[src/rtl/dmem_lsu.sv]
// Load/store unit in front of a word-only data memory: sub-word stores are done as
// read-modify-write, loads are lane-extracted and extended. Big-endian byte lanes.
module dmem_lsu #(
    parameter int unsigned MEM_BYTES = 256
) (
    input  logic        clk,
    input  logic        rst_n,
    input  logic        req_valid,
    output logic        req_ready,
    input  logic        req_write,
    input  logic [1:0]  req_size,
    input  logic        req_unsigned,
    input  logic [31:0] req_addr,
    input  logic [31:0] req_wdata,
    output logic        resp_valid,
    output logic        resp_err,
    output logic [31:0] resp_rdata,
    output logic [31:0] DMEM_address,
    output logic [31:0] DMEM_data_in,
    output logic        DMEM_mem_write,
    output logic        DMEM_mem_read,
    input  logic [31:0] DMEM_data_out
);

    typedef enum logic [1:0] {IDLE, RD, WR, RESP} state_t;

    state_t      state_q;
    logic [31:0] addr_q;
    logic [1:0]  size_q;
    logic        write_q;
    logic        uns_q;
    logic [31:0] wdata_q;
    logic        err_q;
    logic [31:0] rdata_q;

    logic        req_err;
    logic [1:0]  off;
    logic [7:0]  byte_lane;
    logic [15:0] half_lane;
    logic [31:0] load_val;
    logic [31:0] merge_val;

    always_comb begin
        req_err = (req_size == 2'b11)
               || (req_size == 2'b01 && req_addr[0])
               || (req_size == 2'b10 && req_addr[1:0] != 2'b00)
               || (req_addr >= 32'(MEM_BYTES));
    end

    always_comb begin
        off = addr_q[1:0];
        case (off)
            2'd0:    byte_lane = DMEM_data_out[31:24];
            2'd1:    byte_lane = DMEM_data_out[23:16];
            2'd2:    byte_lane = DMEM_data_out[15:8];
            default: byte_lane = DMEM_data_out[7:0];
        endcase
        half_lane = off[1] ? DMEM_data_out[15:0] : DMEM_data_out[31:16];

        case (size_q)
            2'b00:   load_val = uns_q ? {24'h0, byte_lane} : {{24{byte_lane[7]}}, byte_lane};
            2'b01:   load_val = uns_q ? {16'h0, half_lane} : {{16{half_lane[15]}}, half_lane};
            default: load_val = DMEM_data_out;
        endcase

        merge_val = DMEM_data_out;
        if (size_q == 2'b00) begin
            case (off)
                2'd0:    merge_val[31:24] = wdata_q[7:0];
                2'd1:    merge_val[23:16] = wdata_q[7:0];
                2'd2:    merge_val[15:8]  = wdata_q[7:0];
                default: merge_val[7:0]   = wdata_q[7:0];
            endcase
        end else if (off[1]) begin
            merge_val[15:0] = wdata_q[15:0];
        end else begin
            merge_val[31:16] = wdata_q[15:0];
        end
    end

    // wdata_q doubles as the RMW word buffer: it holds the merged word once RD completes
    always_ff @(posedge clk) begin
        if (!rst_n) begin
            state_q <= IDLE;
            addr_q  <= '0;
            size_q  <= '0;
            write_q <= 1'b0;
            uns_q   <= 1'b0;
            wdata_q <= '0;
            err_q   <= 1'b0;
            rdata_q <= '0;
        end else begin
            case (state_q)
                IDLE: begin
                    if (req_valid) begin
                        addr_q  <= req_addr;
                        size_q  <= req_size;
                        write_q <= req_write;
                        uns_q   <= req_unsigned;
                        wdata_q <= req_wdata;
                        err_q   <= req_err;
                        if (req_err) begin
                            rdata_q <= '0;
                            state_q <= RESP;
                        end else if (!req_write || req_size != 2'b10) begin
                            state_q <= RD;
                        end else begin
                            state_q <= WR;
                        end
                    end
                end
                RD: begin
                    if (write_q) begin
                        wdata_q <= merge_val;
                        state_q <= WR;
                    end else begin
                        rdata_q <= load_val;
                        state_q <= RESP;
                    end
                end
                WR: begin
                    rdata_q <= '0;
                    state_q <= RESP;
                end
                default: state_q <= IDLE;
            endcase
        end
    end

    assign req_ready      = (state_q == IDLE);
    assign resp_valid     = (state_q == RESP);
    assign resp_err       = (state_q == RESP) && err_q;
    assign resp_rdata     = rdata_q;
    assign DMEM_address   = {addr_q[31:2], 2'b00};
    assign DMEM_data_in   = wdata_q;
    assign DMEM_mem_read  = (state_q == RD);
    assign DMEM_mem_write = (state_q == WR) && rst_n;

endmodule
[config.mk]
export PLATFORM = sky130hd
export DESIGN_NAME = dmem_lsu
export DESIGN_NICKNAME = d
export VERILOG_FILES = /design/src/rtl/dmem_lsu.sv
export SDC_FILE = /design/constraint.sdc
export NUM_CORES = 1
export LEC_CHECK = 0
export BUFFER_PORTS_ARGS = -buffer_cell sky130_fd_sc_hd__buf_2
export CAP_MARGIN = 0
export CORE_MARGIN = 4
export CORE_UTILIZATION = 25
export DETAILED_ROUTE_END_ITERATION = 8
export GPL_ROUTABILITY_DRIVEN = 0
export GPL_TIMING_DRIVEN = 0
export HOLD_SLACK_MARGIN = 0.15
export PLACE_DENSITY = 0.43
export SLEW_MARGIN = 20
export SYNTH_ARGS = -nofsm -noshare
export SYNTH_HDL_FRONTEND = slang
export SYNTH_SLANG_ARGS = --single-unit
[constraint.sdc]
create_clock -name clk -period 2.76 [get_ports clk]
set_clock_uncertainty 0.2 [all_clocks]
set_input_delay 0.138 -clock clk [delete_from_list [all_inputs] [get_ports clk]]
set_output_delay 0.138 -clock clk [all_outputs]
set_load 0.05 [all_outputs]
==> metrics.yaml <==
cts:
  cts_tree: "done"
  htreeDepth: 3
  clk_latency_ns: 0.37
  path_clk_slew_ns: 0.08
  clock_path_buffers: 2
  clock-sinks: 103
  cts_buffers: 9
  ctsRootBufferMaster: "clkbuf_16"
power_and_ir_drop:
  power.density_nw_per_um2: 1036
  pwr-share-clk_pct: 16.2
  peakVddDrop_mv: 0.3533
  switchingPower_mw: 4.462
  intPower_mw: 4.106
  switching_share_pct: 52.08
  total_power_mw: 8.568
  p_comb_share_pct: 57.2
  leakagePower_nw: 3.626
  sequentialPowerShare_pct: 26.7
logic_synthesis:
  synth_area_sq_um: 5507
  synth_edf_count: 0
  ys_types: 50
  synth-seq-cells: 103
  synthArstFlopShare_pct: 0
  syn_area_per_cell_sq_um: 8.231
  ys.flop_type: "dfxtp_1"
  yosysWarnings: 0
  syn-instance-count: 669
  ys_seq_area_share_pct: 37.45
setup_path:
  crit_path_start_kind: "register"
  path_max_fanout: 8
  critPathRequiredTime_ns: 2.82
  worstSetupPathType: "register to register"
  rr_worst_depth: 7
  cp-end-kind: "register"
  arrival_ns: 2.73
detailed_routing:
  drc_errors: 0
  dr.pass1.iters: 5
  ant_nets: 0
  drtIter0Drc: 431
  via_per_inst: 4.798
  wl_per_cell_um: 18.45
  vias: 6108
  finalWirelength_um: 23490
timing:
  period_share_pct: 96.67
  fmax_mhz: 374.8
  tightest_slew_ns: 1.029
  setup-violations-final: 0
  slew_viol_final: 0
  grt_setup_unrepaired: "yes"
  hold_viol_final: 0
  finalSetupTns_ns: 0
  slew-limit-headroom_pct: 30.88
  period_needed_ns: 2.668
global_route:
  grt_overflow_total: 0
  track_usage_pct: 18.47
  grt_pass1_vias: 5887
  antenna_found_initial: 0
  grt_max_degree: 23
  grt_pass1_wl_um: 34820
floorplanning:
  core-area_sq_um: 21760
  die_w_um: 156.4
  fp-row-count: 54
  io_pins: 204
  die_area_sq_um: 24460
  die_h_um: 156.4
  initial_core_util_pct: 25.31
worst_hold_path:
  whs_path_depth: 4
  min_path_type: "primary input to register"
flow_run:
  maxCapViolCount: 0
placed_design:
  io_buffers: 201
  place_inst: 1151
  dpl.hpwl_um: 17990
finish:
  areaGrowthSynthToFinish_pct: 50.17
  fin_nets: 1095
  layout_common_cells: "210 x buf_2, 122 x nand2_1, 106 x dlygate4sd3_1, 103 x dfxtp_1, 56 x mux2i_1"
  drive_gt1_share_pct: 28.10
  finalNonFillerCells: 1273
  layout_commonest_cell: "buf_2"
  antenna_cells: 0
run_status:
  status: "finished, final reports clean"
## state kept, by name, indices dropped and copies added (netlist names)
name,flops
write_q,1
resp_rdata,32
state_q,2
err_q,1
size_q,2
uns_q,1
DMEM_data_in,32
addr_q,32
## worst paths after layout
kind | start | endpoint | slack, ns
setup reg to reg | state_q[0]$_SDFFE_PN0N_ | DMEM_data_in[10]$_SDFFE_PN0P_ | 0.09
hold reg to reg | DMEM_data_in[21]$_SDFFE_PN0P_ | DMEM_data_in[21]$_SDFFE_PN0P_ | 0.26
hold / removal | rst_n | DMEM_data_in[31]$_SDFFE_PN0P_ | 0.15
setup / recovery | state_q[0]$_SDFFE_PN0N_ | DMEM_data_in[10]$_SDFFE_PN0P_ | 0.09
## kinds of logic (layout without fill, tap and decap cells)
logic type / count (synthesis) / in the layout / share of synthesized area (%)
and+or+nand+nor: 207 / 207 / 16.25
AOI/OAI and AO/OA: 197 / 197 / 24.72
DFF: 103 / 103 / 37.45
buffers and inverters: 97 / 420 / 9.407
muxes: 60 / 60 / 11.20
adders and majority gates: 4 / 4 / 0.9089
other: 1 / 2 / 0.06810
## cell type report
cell class	instances	area [sq um]
multi-input combinational	470	2944
clock inverter	7	98.84
clock buffer	9	225.2
tap	280	350.3
buffer	88	488.0
fill	2309	13490
sequential	103	2062
inverter	9	33.78
timing repair buffer	307	2067
## stage by stage
| step | hold slack, ns | util, % | instance area, sq um | setup WS [ns] |
|---|---|---|---|---|
| 2_1_floorplan | 0.07396 | - | 5510 | 0.1855 |
| 3_3_place_gp | 0.1839 | 31.56 | 6867 | -0.1697 |
| 5_1_grt | 0.2219 | 38.01 | 8269 | -0.03518 |
| 6_report | 0.1509 | 38.01 | 8269 | 0.09202 |
| 4_1_cts | 0.1575 | 37.97 | 8262 | 0.001533 |
| 3_5_place_dp | 0.1904 | 31.56 | 6867 | -0.1588 |
## power groups by stage
stage / logic (mW) / registers [mW] / clock network, mW
detailed placement: 4.73 / 2.32 / 0
floorplan: 2.47 / 3.26 / 0
finish: 4.90 / 2.29 / 1.38
global placement: 4.73 / 2.32 / 0
global route: 5.25 / 2.34 / 1.49
CTS: 4.90 / 2.29 / 1.42
## Yosys cell counts, types with 7 or more instances
master,number,area share (%)
dfxtp_1,103,37
o21ai_0,25,2.3
o221ai_1,14,2.2
nand3_1,8,0.73
o2bb2ai_1,8,1.3
buf_4,32,4.4
nand2_1,122,8.3
a31oi_1,16,1.8
mux2i_1,56,10
buf_1,10,0.68
clkbuf_1,34,2.3
o211ai_1,18,2.5
a32o_1,7,1.3
a22o_1,8,1.3
o21a_1,8,1.1
nor2_1,40,2.7
a21o_1,23,3.1
a211oi_1,7,0.95
or4_1,7,0.95
a21oi_1,53,4.8
buf_2,9,0.82
## routing by layer
metal  global-route usage, %  wire (um)  up-vias
met4                   4.339        293        0
met3                   3.595       1529       14
met1                   26.03      10940     2885
met2                   29.23      10730      209
li1                        -          -     3000
met5                       0          0        -
## critical path, cell delays in order (launching register included)
cell and delay, ns:
dfxtp_1 0.40, ha_1 0.19, buf_2 0.24, mux2i_1 0.66
nor2_2 0.19, and3_1 0.22, clkbuf_1 0.21, a22o_1 0.25
## repair_timing
item / CTS / global route
endpoints found under the hold margin: 101 / 0
buffers inserted: 0 / 0
hold buffers: 106 / 0
endpoints found under the setup margin: 29 / 41
resized for setup: 4 / 5
cloned: 0 / 0
Power figures use the tool's default switching activity.
